File: config.mk
export PLATFORM = sky130hd
export DESIGN_NAME = autoinstparam_pack
export DESIGN_NICKNAME = d
export VERILOG_FILES = /design/src/rtl/autoinstparam_pack.sv
export SDC_FILE = /design/constraint.sdc
export NUM_CORES = 1
export LEC_CHECK = 0
export BUFFER_PORTS_ARGS = -buffer_cell sky130_fd_sc_hd__buf_2
export CORE_ASPECT_RATIO = 0.8
export CORE_MARGIN = 5
export CORE_UTILIZATION = 40
export CTS_CLUSTER_SIZE = 25
export DETAILED_ROUTE_END_ITERATION = 7
export SYNTH_ARGS = -nofsm -noshare
export SYNTH_HDL_FRONTEND = slang
export SYNTH_SLANG_ARGS = --single-unit
export TNS_END_PERCENT = 20
File: constraint.sdc
create_clock -name clk -period 2.7 [get_ports clk]
set_input_delay 0.54 -clock clk [delete_from_list [all_inputs] [get_ports clk]]
set_output_delay 0.54 -clock clk [all_outputs]
set_load 0.02 [all_outputs]
File: src/rtl/autoinstparam_pack.sv
// autoinstparam_pack: packs RATIO beats of BITSA bits into one output word.
//
// Beats are written to successive lanes of a fill register, with lane 0 in
// the least-significant bits. A word is handed to a one-deep output register
// when the last lane fills or when a beat arrives with in_last set. Lanes
// above the flushing beat are zero.
//
// Ports:
//   clk        - sole clock, rising edge
//   rst        - asynchronous, active-high reset
//   in_valid   - input beat present
//   in_ready   - beat accepted this cycle (= !out_valid || out_ready)
//   in_data    - beat payload, BITSA bits
//   in_last    - beat closes the current word early
//   out_valid  - packed word present
//   out_ready  - downstream accepts the word
//   out_data   - packed word, BITSA*RATIO bits
//   out_count  - number of valid lanes in out_data, 1..RATIO
//   out_parity - XOR of all valid-lane bits (only with the macro below)
//
// Build option: define AUTOINSTPARAM_PACK_PARITY_EN to add out_parity.

module autoinstparam_pack #(
   parameter int unsigned BITSA = 8,
   parameter int unsigned RATIO = 4
) (
   input  logic                         clk,
   input  logic                         rst,
   input  logic                         in_valid,
   output logic                         in_ready,
   input  logic [BITSA-1:0]             in_data,
   input  logic                         in_last,
   output logic                         out_valid,
   input  logic                         out_ready,
   output logic [BITSA*RATIO-1:0]       out_data,
   output logic [$clog2(RATIO+1)-1:0]   out_count
`ifdef AUTOINSTPARAM_PACK_PARITY_EN
   ,
   output logic                         out_parity
`endif
);

   localparam int unsigned W    = BITSA * RATIO;
   localparam int unsigned CW   = $clog2(RATIO + 1);
   localparam int unsigned CNTW = (RATIO > 1) ? $clog2(RATIO) : 1;

   logic [CNTW-1:0] r_cnt;
   logic [W-1:0]    r_fill;
   logic [W-1:0]    r_out_data;
   logic [CW-1:0]   r_out_count;
   logic            r_out_valid;

   logic            w_in_ready;
   logic            w_accept;
   logic            w_last_lane;
   logic            w_complete;
   logic [W-1:0]    w_word;

   assign w_in_ready  = !r_out_valid || out_ready;
   assign w_accept    = in_valid && w_in_ready;
   assign w_last_lane = (r_cnt == CNTW'(RATIO - 1));
   assign w_complete  = w_accept && (w_last_lane || in_last);

   // Lanes at and above r_cnt are always zero in the fill register, so
   // merging the incoming beat into lane r_cnt yields the complete word with
   // unused upper lanes already cleared.
   always_comb begin
      w_word = r_fill;
      for (int unsigned i = 0; i < RATIO; i++) begin
         if (CNTW'(i) == r_cnt) begin
            w_word[i*BITSA +: BITSA] = in_data;
         end
      end
   end

   always_ff @(posedge clk or posedge rst) begin
      if (rst) begin
         r_cnt       <= '0;
         r_fill      <= '0;
         r_out_valid <= 1'b0;
         r_out_data  <= '0;
         r_out_count <= '0;
      end else begin
         if (w_accept) begin
            if (w_complete) begin
               r_out_data  <= w_word;
               r_out_count <= CW'(r_cnt) + CW'(1);
               r_cnt       <= '0;
               r_fill      <= '0;
            end else begin
               r_fill <= w_word;
               r_cnt  <= r_cnt + CNTW'(1);
            end
         end
         // A completing beat can only be accepted when the output register is
         // empty or draining, so loading takes priority over clearing.
         if (w_complete) begin
            r_out_valid <= 1'b1;
         end else if (out_ready) begin
            r_out_valid <= 1'b0;
         end
      end
   end

`ifdef AUTOINSTPARAM_PACK_PARITY_EN
   logic r_parity;

   always_ff @(posedge clk or posedge rst) begin
      if (rst) begin
         r_parity <= 1'b0;
      end else if (w_complete) begin
         r_parity <= ^w_word;
      end
   end

   assign out_parity = r_parity;
`endif

   assign in_ready  = w_in_ready;
   assign out_valid = r_out_valid;
   assign out_data  = r_out_data;
   assign out_count = r_out_count;

endmodule
==> results of run 1 <==
-- worst min-delay path by stage --
stage | from | endpoint | slack (ns) | cells past startpoint
2_1_floorplan | r_fill[24] | r_fill[24] | 0.45 | 1
3_3_place_gp | r_fill[29] | r_fill[29] | 0.46 | 1
3_5_place_dp | r_fill[29] | r_fill[29] | 0.47 | 1
4_1_cts | rst | out_valid | 0.27 | 3
5_1_grt | rst | r_fill[30] | 0.29 | 3
6_report | rst | out_data[30] | 0.27 | 3
-- placed cells by master, fill, tap and decap left out, drive strengths merged --
| cell | instances |
|---|---|
| inv | 3 |
| a22o | 25 |
| nand4 | 2 |
| mux2 | 66 |
| buf | 53 |
| dfrtp | 70 |
| clkbuf | 13 |
| ha | 4 |
| o21ai | 2 |
| nand2 | 1 |
| and4 | 3 |
| nand2b | 1 |
| nand3 | 1 |
| and2 | 9 |
| nand3b | 1 |
| clkinv | 2 |
| nor2 | 1 |
| o311ai | 3 |
| clkinvlp | 1 |
-- cell families (layout without fill, tap and decap cells) --
family                   after synthesis  in the layout  share of synthesized area
flip-flops                            70             70                     0.5742
buffers and inverters                 16             72                    0.02953
multiplexers                          66             66                     0.2449
AND/OR/NAND/NOR                       19             19                    0.04389
AO/OA/AOI/OAI                         30             30                    0.09106
adder cells (fa/ha/maj)                4              4                    0.01641
-- stage by stage --
| stage | worst slack, ns | util | hold slack, ns | std cells |
|---|---|---|---|---|
| detailed placement | 0.6567 | 0.4582 | 0.4671 | 350 |
| CTS | 0.7311 | 0.4833 | 0.2690 | 366 |
| global placement | 0.7292 | 0.4582 | 0.4649 | 350 |
| floorplan | 0.3918 | - | 0.4494 | 205 |
| finish | 0.7283 | 0.4833 | 0.2653 | 366 |
| global route | 0.6583 | 0.4833 | 0.2871 | 366 |
-- final cells by class --
cell class | instances | area [sq um]
clock buffer | 13 | 168.9
clock inverter | 3 | 17.52
fill | 692 | 3837
inverter | 3 | 11.26
multi-input combinational | 119 | 1209
sequential | 70 | 1752
tap | 105 | 131.4
timing repair buffer | 53 | 300.3
-- power by group --
group | switching [uW] | total [uW] | leakage (uW) | internal, uW
Clock | 375 | 781 | 0.0000954 | 406
Sequential | 115 | 1380 | 0.000937 | 1270
Combinational | 498 | 888 | 0.000818 | 390
-- per-layer routing --
layer / vias up / share of wire / GRT usage
li1: 860 / - / -
met1: 902 / 0.54 / 0.2284
met2: 46 / 0.40 / 0.1998
met3: 12 / 0.045 / 0.04053
met4: 0 / 0.016 / 0.06193
met5: - / 0 / 0
-- registers in the layout, indices dropped and copies added, names as in the netlist --
| name | count |
|---|---|
| r_fill | 32 |
| out_count | 3 |
| out_valid | 1 |
| r_cnt | 2 |
| out_data | 32 |
-- critical path: stages, from the launching register on --
cell and delay [ns]:
dfrtp_1 0.41, ha_1 0.22, nor2_1 0.30, nand3b_4 0.33, buf_12 0.23, mux2_2 0.35
==> run summary, run 1 <==
The total setup violations reported at the end of the flow came out at 0. The synthesized flop and latch total came out at 70. Data on the critical path arrives at its endpoint at 2.20 ns. After clock tree synthesis, the repair step resized 0 gates. The static power due to leakage came out at 0.001851 uW. The cell count after synthesis came out at 205. The via count normalized by instance count came out at 4.973. The number of antenna-violating nets in the routed design came out at 0.

The startpoint identified for the worst register-to-register timing path is r_cnt[0]. The achievable frequency is 507.2 MHz. The pin count of the biggest net entering global routing came out at 71. The proportion of layout cells with a drive suffix above 1 came out at 0.4176.

The worst supply voltage drop on vdd came out at 0.3357 mV. Among all flip-flop cells after synthesis, the most frequent one is dfrtp_1. The final total power came out at 3053 uW. The ratio of final minimum period to clock period came out at 0.7303. Counting flops with a built-in enable in the synthesized netlist gives 0. Summing over every cut layer, the via total after detailed routing is 1820.

The initial utilization of the core area, before any placement, comes to 0.4107. The number of CTS-inserted buffers is 9. Routability-driven placement finished with a final weighted congestion of 0.7824. The die outline area is 0.009483 sq mm. The wire length of the first global-routing pass came out at 10.62 mm.

The portion of synthesized cell area occupied by the leading cell type is 0.5742. The total clock sinks is 70. Global routing finished with a remaining overflow of 0. The synthesis-to-finish area growth came out at 17.68%. The endpoint identified for the worst register-to-register timing path is out_data[30]. Measured in cells, the most critical reg-to-reg path has a length of 5.

The setup clock skew after layout is 0.009307 ns. After the last flow step, the layout net total stands at 273. For this block, the routed nets add up to 6.440 mm of wire. The largest driver fanout on the critical path is 32. For this design the ratio of total power to cell area is 850.4 mW/mm^2. The reg2reg setup slack came out at 0.73 ns. The clock insertion delay at the later pin of the skew report is 0.34 ns. The post-synth design cell area is 0.003050 sq mm. The share of the Yosys chip area taken by registers is 0.5742. Synthesis produced a netlist with a net count of 222. The core region is 0.007427 sq mm. The clock tree synthesis step divided the H-tree into 3 levels. TritonCTS built the clock tree.

The DRC marker count from the first detailed-route iteration came out at 55. The last element of the critical path is out_data[30]. The via count of the first global-routing pass is 1911. Setup repair after global routing left no endpoint under its margin. The actual transition at the worst max-transition pin came out at 0.6693 ns.

The required time of the critical path is 2.93 ns. 0 antenna diodes ended up in the layout. The worst slew slack as a fraction of its limit came out at 0.5531.

The worst setup path is captured at a flop. The max-slew violation total from the final report was 0. The number of antenna violations at the first check in global routing came out at 0. The number of buffers inserted by hold repair at cts is 0. The post-layout instance area is 0.003590 sq mm. The count of buffers from port buffering is 49. In this run the count of I/O pins placed on the die edge is 50.

In this run the worst setup path begins at r_cnt[0]. In this run the cell area measured after placement is 0.003403 sq mm. In the post-synthesis netlist, the biggest area contributors are dfrtp_1 57%, mux2_2 13%, mux2_1 11%, a22o_1 7.2%, and2_1 1.8%. The register clock-pin slew on the reported worst setup and hold paths came out at 0.07 ns. The final critical delay including setup and external delays is 1.972 ns.

Of all cell types, the one taking the most synthesized area is dfrtp_1. The number of placement rows came out at 28. In this run the deepest clock path goes through 2 buffers. The number of hold violations in the final report came to 0. The chip width is 107.6 um. The run finished with clean final reports.

The first-pass iteration count of the detailed router came out at 4. The setup path with the least slack is of type reg -> reg. In the routed design, unresolved DRC markers number 0. The y dimension of the die came out at 88.11 um. The count of maximum capacitance violations is 0. Summed over all failing endpoints, the final setup total negative slack is 0 ns. The aggregate global-route resource usage is 0.1501. Averaged over all synthesized cells, the footprint is 14.88 sq um. The number of post-CTS setup repair buffers came out at 0. Clock tree synthesis selected as its root buffer the cell clkbuf_8. The share of flip-flops with an asynchronous set or reset after synthesis is 1.000. The worst min-delay path category is in -> async.

The distinct cell type count of the synthesized netlist came out at 21. After synthesis, the most frequently instantiated cells are 70 x dfrtp_1, 35 x mux2_2, 30 x mux2_1. The average detailed-routed wire length per instance is 17.60 um. The sum of net half-perimeters after detailed placement came out at 4.162 mm. Among all cell types in the netlist, the one instantiated most often is dfrtp_1.

The number of warnings issued by yosys is 0. The worst setup path is launched from a flop.
Power figures use the tool's default switching activity.
==> run 2, diff against run 1 <==
Settings changed: ABC_AREA from default to 1.
Clock period 2.7 ns to 1.75 ns, I/O delays scaled along.
==> run 2 against run 1 <==
Global-route usage up 2.0 points. Die area up 4.9%. Non-clock buffer count up 4. Core utilization about the same. Clock power up 100%. Sequential share of layout area down 2.7 points. Largest power group unchanged. Routed wire length up 22%. Critical path depth up 2. Worst setup slack worse by 0.53 ns. Via count up 49%. Combinational power up 46%. First-iteration DRC count rose to 2.9 times the previous value.
==> run summary, run 2 <==
The run finished with clean final reports. The average detailed-routed wire length per instance was 13.84 um (-21%). The max-slew violation total from the final report came to 0 (unchanged). The number of warnings issued by yosys is 0 (unchanged). The final critical delay including setup and external delays came to 1.549 ns (-0.4231 ns).

STA classifies the critical path endpoint as a flop. The area growth from synthesis to layout is 18.29%. In the post-synthesis netlist, the biggest area contributors are dfrtp_1 54%, nand2_1 27%, nand3_1 9.0%, buf_2 1.9%, inv_1 1.9%.

The total clock sinks came out at 70 (unchanged). The layout net count came out at 471 (+73%). The worst supply voltage drop on vdd came out at 0.5399 mV (+61%). Setup repair after global routing left no endpoint under its margin.

The clock insertion delay at the later pin of the skew report is 0.35 ns (about the same). The pin count of the biggest net entering global routing came to 71 (unchanged). The y dimension of the die was 90.20 um (+2.4%). The synthesized flop and latch total came out at 70 (unchanged). The number of hold violations in the final report is 0 (unchanged). Walking the worst path, the cells encountered are ha_1, inv_2, nand2_4, nand3_2, buf_6, nand2_1, nand2_1.

The sum of negative setup slack came out at 0 ns (unchanged). The average instance area after synthesis was 7.901 sq um (-47%). The number of antenna-violating nets in the routed design came out at 0 (unchanged). The ratio of final minimum period to clock period was 0.8849 (+0.1547).

The aggregate global-route resource usage is 0.1706 (+0.02050). The minimum setup slack after placement is 0.1071 ns (-0.5495 ns). In the post-synthesis netlist, the cell with the most instances is nand2_1. The first-pass iteration count of the detailed router was 6 (+2). After global routing, the most crowded layer is met1. The number of buffers inserted by hold repair at cts is 0 (unchanged). The starting density of the core came out at 0.4084 (-0.002324). The cell count after synthesis came out at 407 (+99%).

The total power per unit cell area is 1302 mW/mm^2 (+53%). The remaining global-route overflow came out at 0 (unchanged). The critical path starts at r_cnt[0]. The actual transition at the worst max-transition pin came out at 0.4020 ns (-0.2673 ns).

The number of standard cells in the final layout excluding fillers was 567 (+55%). The worst slew slack as a fraction of its limit is 0.7320 (+0.1789). The critical setup path kind is reg -> reg.

The via count of the first global-routing pass came out at 2607 (+36%). The largest driver fanout on the critical path came to 31 (-3.1%). The setup clock skew after layout came out at 0.009552 ns (+0.0002457 ns). The static power due to leakage came to 0.002293 uW (+24%). The remaining design rule violation count came out at 0 (unchanged). The count of maximum capacitance violations was 0 (unchanged). The antenna diode count is 0 (unchanged). By instance count, the cell type seen most on the critical path is nand2_1. The number of antenna violations at the first check in global routing came out at 0 (unchanged). The category of the worst setup path launch point is a flop. The fraction of met3 tracks used by global routing is 0.05229 (+0.01176). TritonCTS built the clock tree. The via count normalized by instance count is 4.771 (-4.1%). The final core utilization came out at 0.4831 (about the same). The number of levels in the clock H-tree came out at 3 (unchanged). The sum of net half-perimeters after detailed placement is 5.058 mm (+22%). The net count after synthesis came out at 424 (+91%). The total wire length after detailed routing is 7.848 mm (+22%). The met1 usage came out at 0.2483 (+0.01992). The routability congestion estimate came to 0.8079 (+3.3%). The worst register-to-register path begins at r_cnt[0]. The number of post-CTS setup repair buffers came to 0 (unchanged). The delay of the slowest critical-path stage is 0.42 ns (about the same). The number of fill cells came out at 792 (+14%). The share of flip-flops with an asynchronous set or reset after synthesis came out at 1.000 (unchanged). The DRC marker count from the first detailed-route iteration is 160 (+190%).

The register clock-pin slew on the reported worst setup and hold paths is 0.07 ns (about the same). The chip width is 110.2 um (+2.4%). The post-synth design cell area came out at 0.003216 sq mm (+5.4%). The proportion of layout cells with a drive suffix above 1 came out at 0.1786 (-0.2390). The family with the most delay on the worst path is simple AND/OR/NAND/NOR gates. The sequential-to-total area share from yosys stat came to 0.5447 (-0.02949). The required time of the critical path came out at 2.03 ns (-0.90 ns). The number of placement rows is 29 (+3.6%). The total setup violations reported at the end of the flow came out at 0 (unchanged). The distinct cell type count of the synthesized netlist is 13 (-38%). The least setup slack across all paths after layout was 0.2014 ns (-0.5269 ns). The tree is rooted in a clkbuf_8. The top-level port count is 50 (unchanged).

The achievable frequency came out at 645.7 MHz (+27%). The via total after detailed routing came out at 2705 (+49%). The number of CTS-inserted buffers came out at 9 (unchanged).

The count of buffers from port buffering came out at 49 (unchanged). The slowest stage of the critical path is the dfrtp_1 cell. The buffers plus inverters on the worst setup path was 2 (+1). The largest total area in the synthesized netlist belongs to dfrtp_1. The met2 track utilization from global routing came out at 0.2480 (+0.04821). The placed cell count came out at 551 (+57%). The deepest clock path buffer count is 2 (unchanged). The portion of synthesized cell area occupied by the leading cell type is 0.5447 (-0.02949). The library cell used most frequently in the layout, excluding fill and tap cells, is nand2_1.

The die outline area was 0.009944 sq mm (+4.9%). The wire length of the first global-routing pass was 13.25 mm (+25%). For this run, the leading register cell type out of synthesis is dfrtp_1.

The worst min-delay path category is in -> async. The endpoint arrival time on the critical path is 1.83 ns (-0.37 ns). In the layout the commonest cells are 230 x nand2_1, 70 x dfrtp_1, 58 x nand3_1, 49 x buf_2, 15 x inv_1. Ranked by instance count, the synthesized netlist is headed by 230 x nand2_1, 70 x dfrtp_1, 58 x nand3_1.

The number of enable-type register cells in the synthesized netlist came to 0 (unchanged). The final total power came out at 4954 uW (+62%). The area of the placeable core came out at 0.007874 sq mm (+6.0%).
-- run 2: cell types whose count changed in the layout (fill, tap and decap cells not counted), sizes merged, moves of 4 or more --
cell | previous run | this run
a22o | 25 | 0
and2 | 9 | 0
buf | 53 | 57
inv | 3 | 18
mux2 | 66 | 0
nand2 | 1 | 231
nand3 | 1 | 59
-- run 2: where the power goes --
group / switching, uW / internal [uW] / total [uW]
registers: 151 / 1900 / 2050
logic: 889 / 414 / 1300
clock network: 615 / 983 / 1600
-- run 2: repair_timing --
item,in CTS,in global routing
setup endpoints to repair,0,32
gates resized for setup,0,5
endpoints found under the hold margin,0,0
-- run 2: stage by stage --
| step | hold WS, ns | area, sq um |
|---|---|---|
| after CTS | 0.1076 | 3792 |
| after floorplan | 0.4365 | 3219 |
| after global placement | 0.4490 | 3546 |
| final | 0.07576 | 3804 |
| after detailed placement | 0.4525 | 3546 |
| after global routing | 0.1212 | 3804 |
-- run 2: kinds of logic (layout without fill, tap and decap cells) --
group / count (synthesis) / in the layout / share of synthesized area
buffers and inverters: 40 / 92 / 0.06770
AND/OR/NAND/NOR: 292 / 292 / 0.3693
flip-flops: 70 / 70 / 0.5447
adder cells (fa/ha/maj): 4 / 4 / 0.01556
AO/OA/AOI/OAI: 1 / 1 / 0.002724
-- run 2: worst paths after layout --
kind | end | slack (ns) | cells after the start
setup reg to reg | out_data[7] | 0.20 | 7
hold / removal | out_data[29] | 0.08 | 3
hold reg to reg | out_count[2] | 0.47 | 2
min in group clk | out_count[1] | 0.34 | 3
setup / recovery | out_data[7] | 0.20 | 7
max in group asynchronous | out_data[11] | 1.33 | 3
-- run 2: metal layers --
layer	share of wire	vias up
li1	-	1350
met1	0.49	1275
met2	0.44	72
met3	0.061	8
met4	0.011	0
met5	0	-
-- run 2: cell type report --
cell class                 count  area (sq um)  share of cell area
multi-input combinational    297          1259              0.3309
tap                          108         135.1             0.03553
timing repair buffer          57         334.1             0.08783
clock buffer                  10         137.6             0.03618
inverter                      19         77.57             0.02039
sequential                    70          1752              0.4605
clock inverter                 6         108.9             0.02862
-- run 2: worst min-delay path, cell delays in order --
cell	delay, ns
buf_2	0.11
clkinvlp_4	0.07
buf_12	0.29
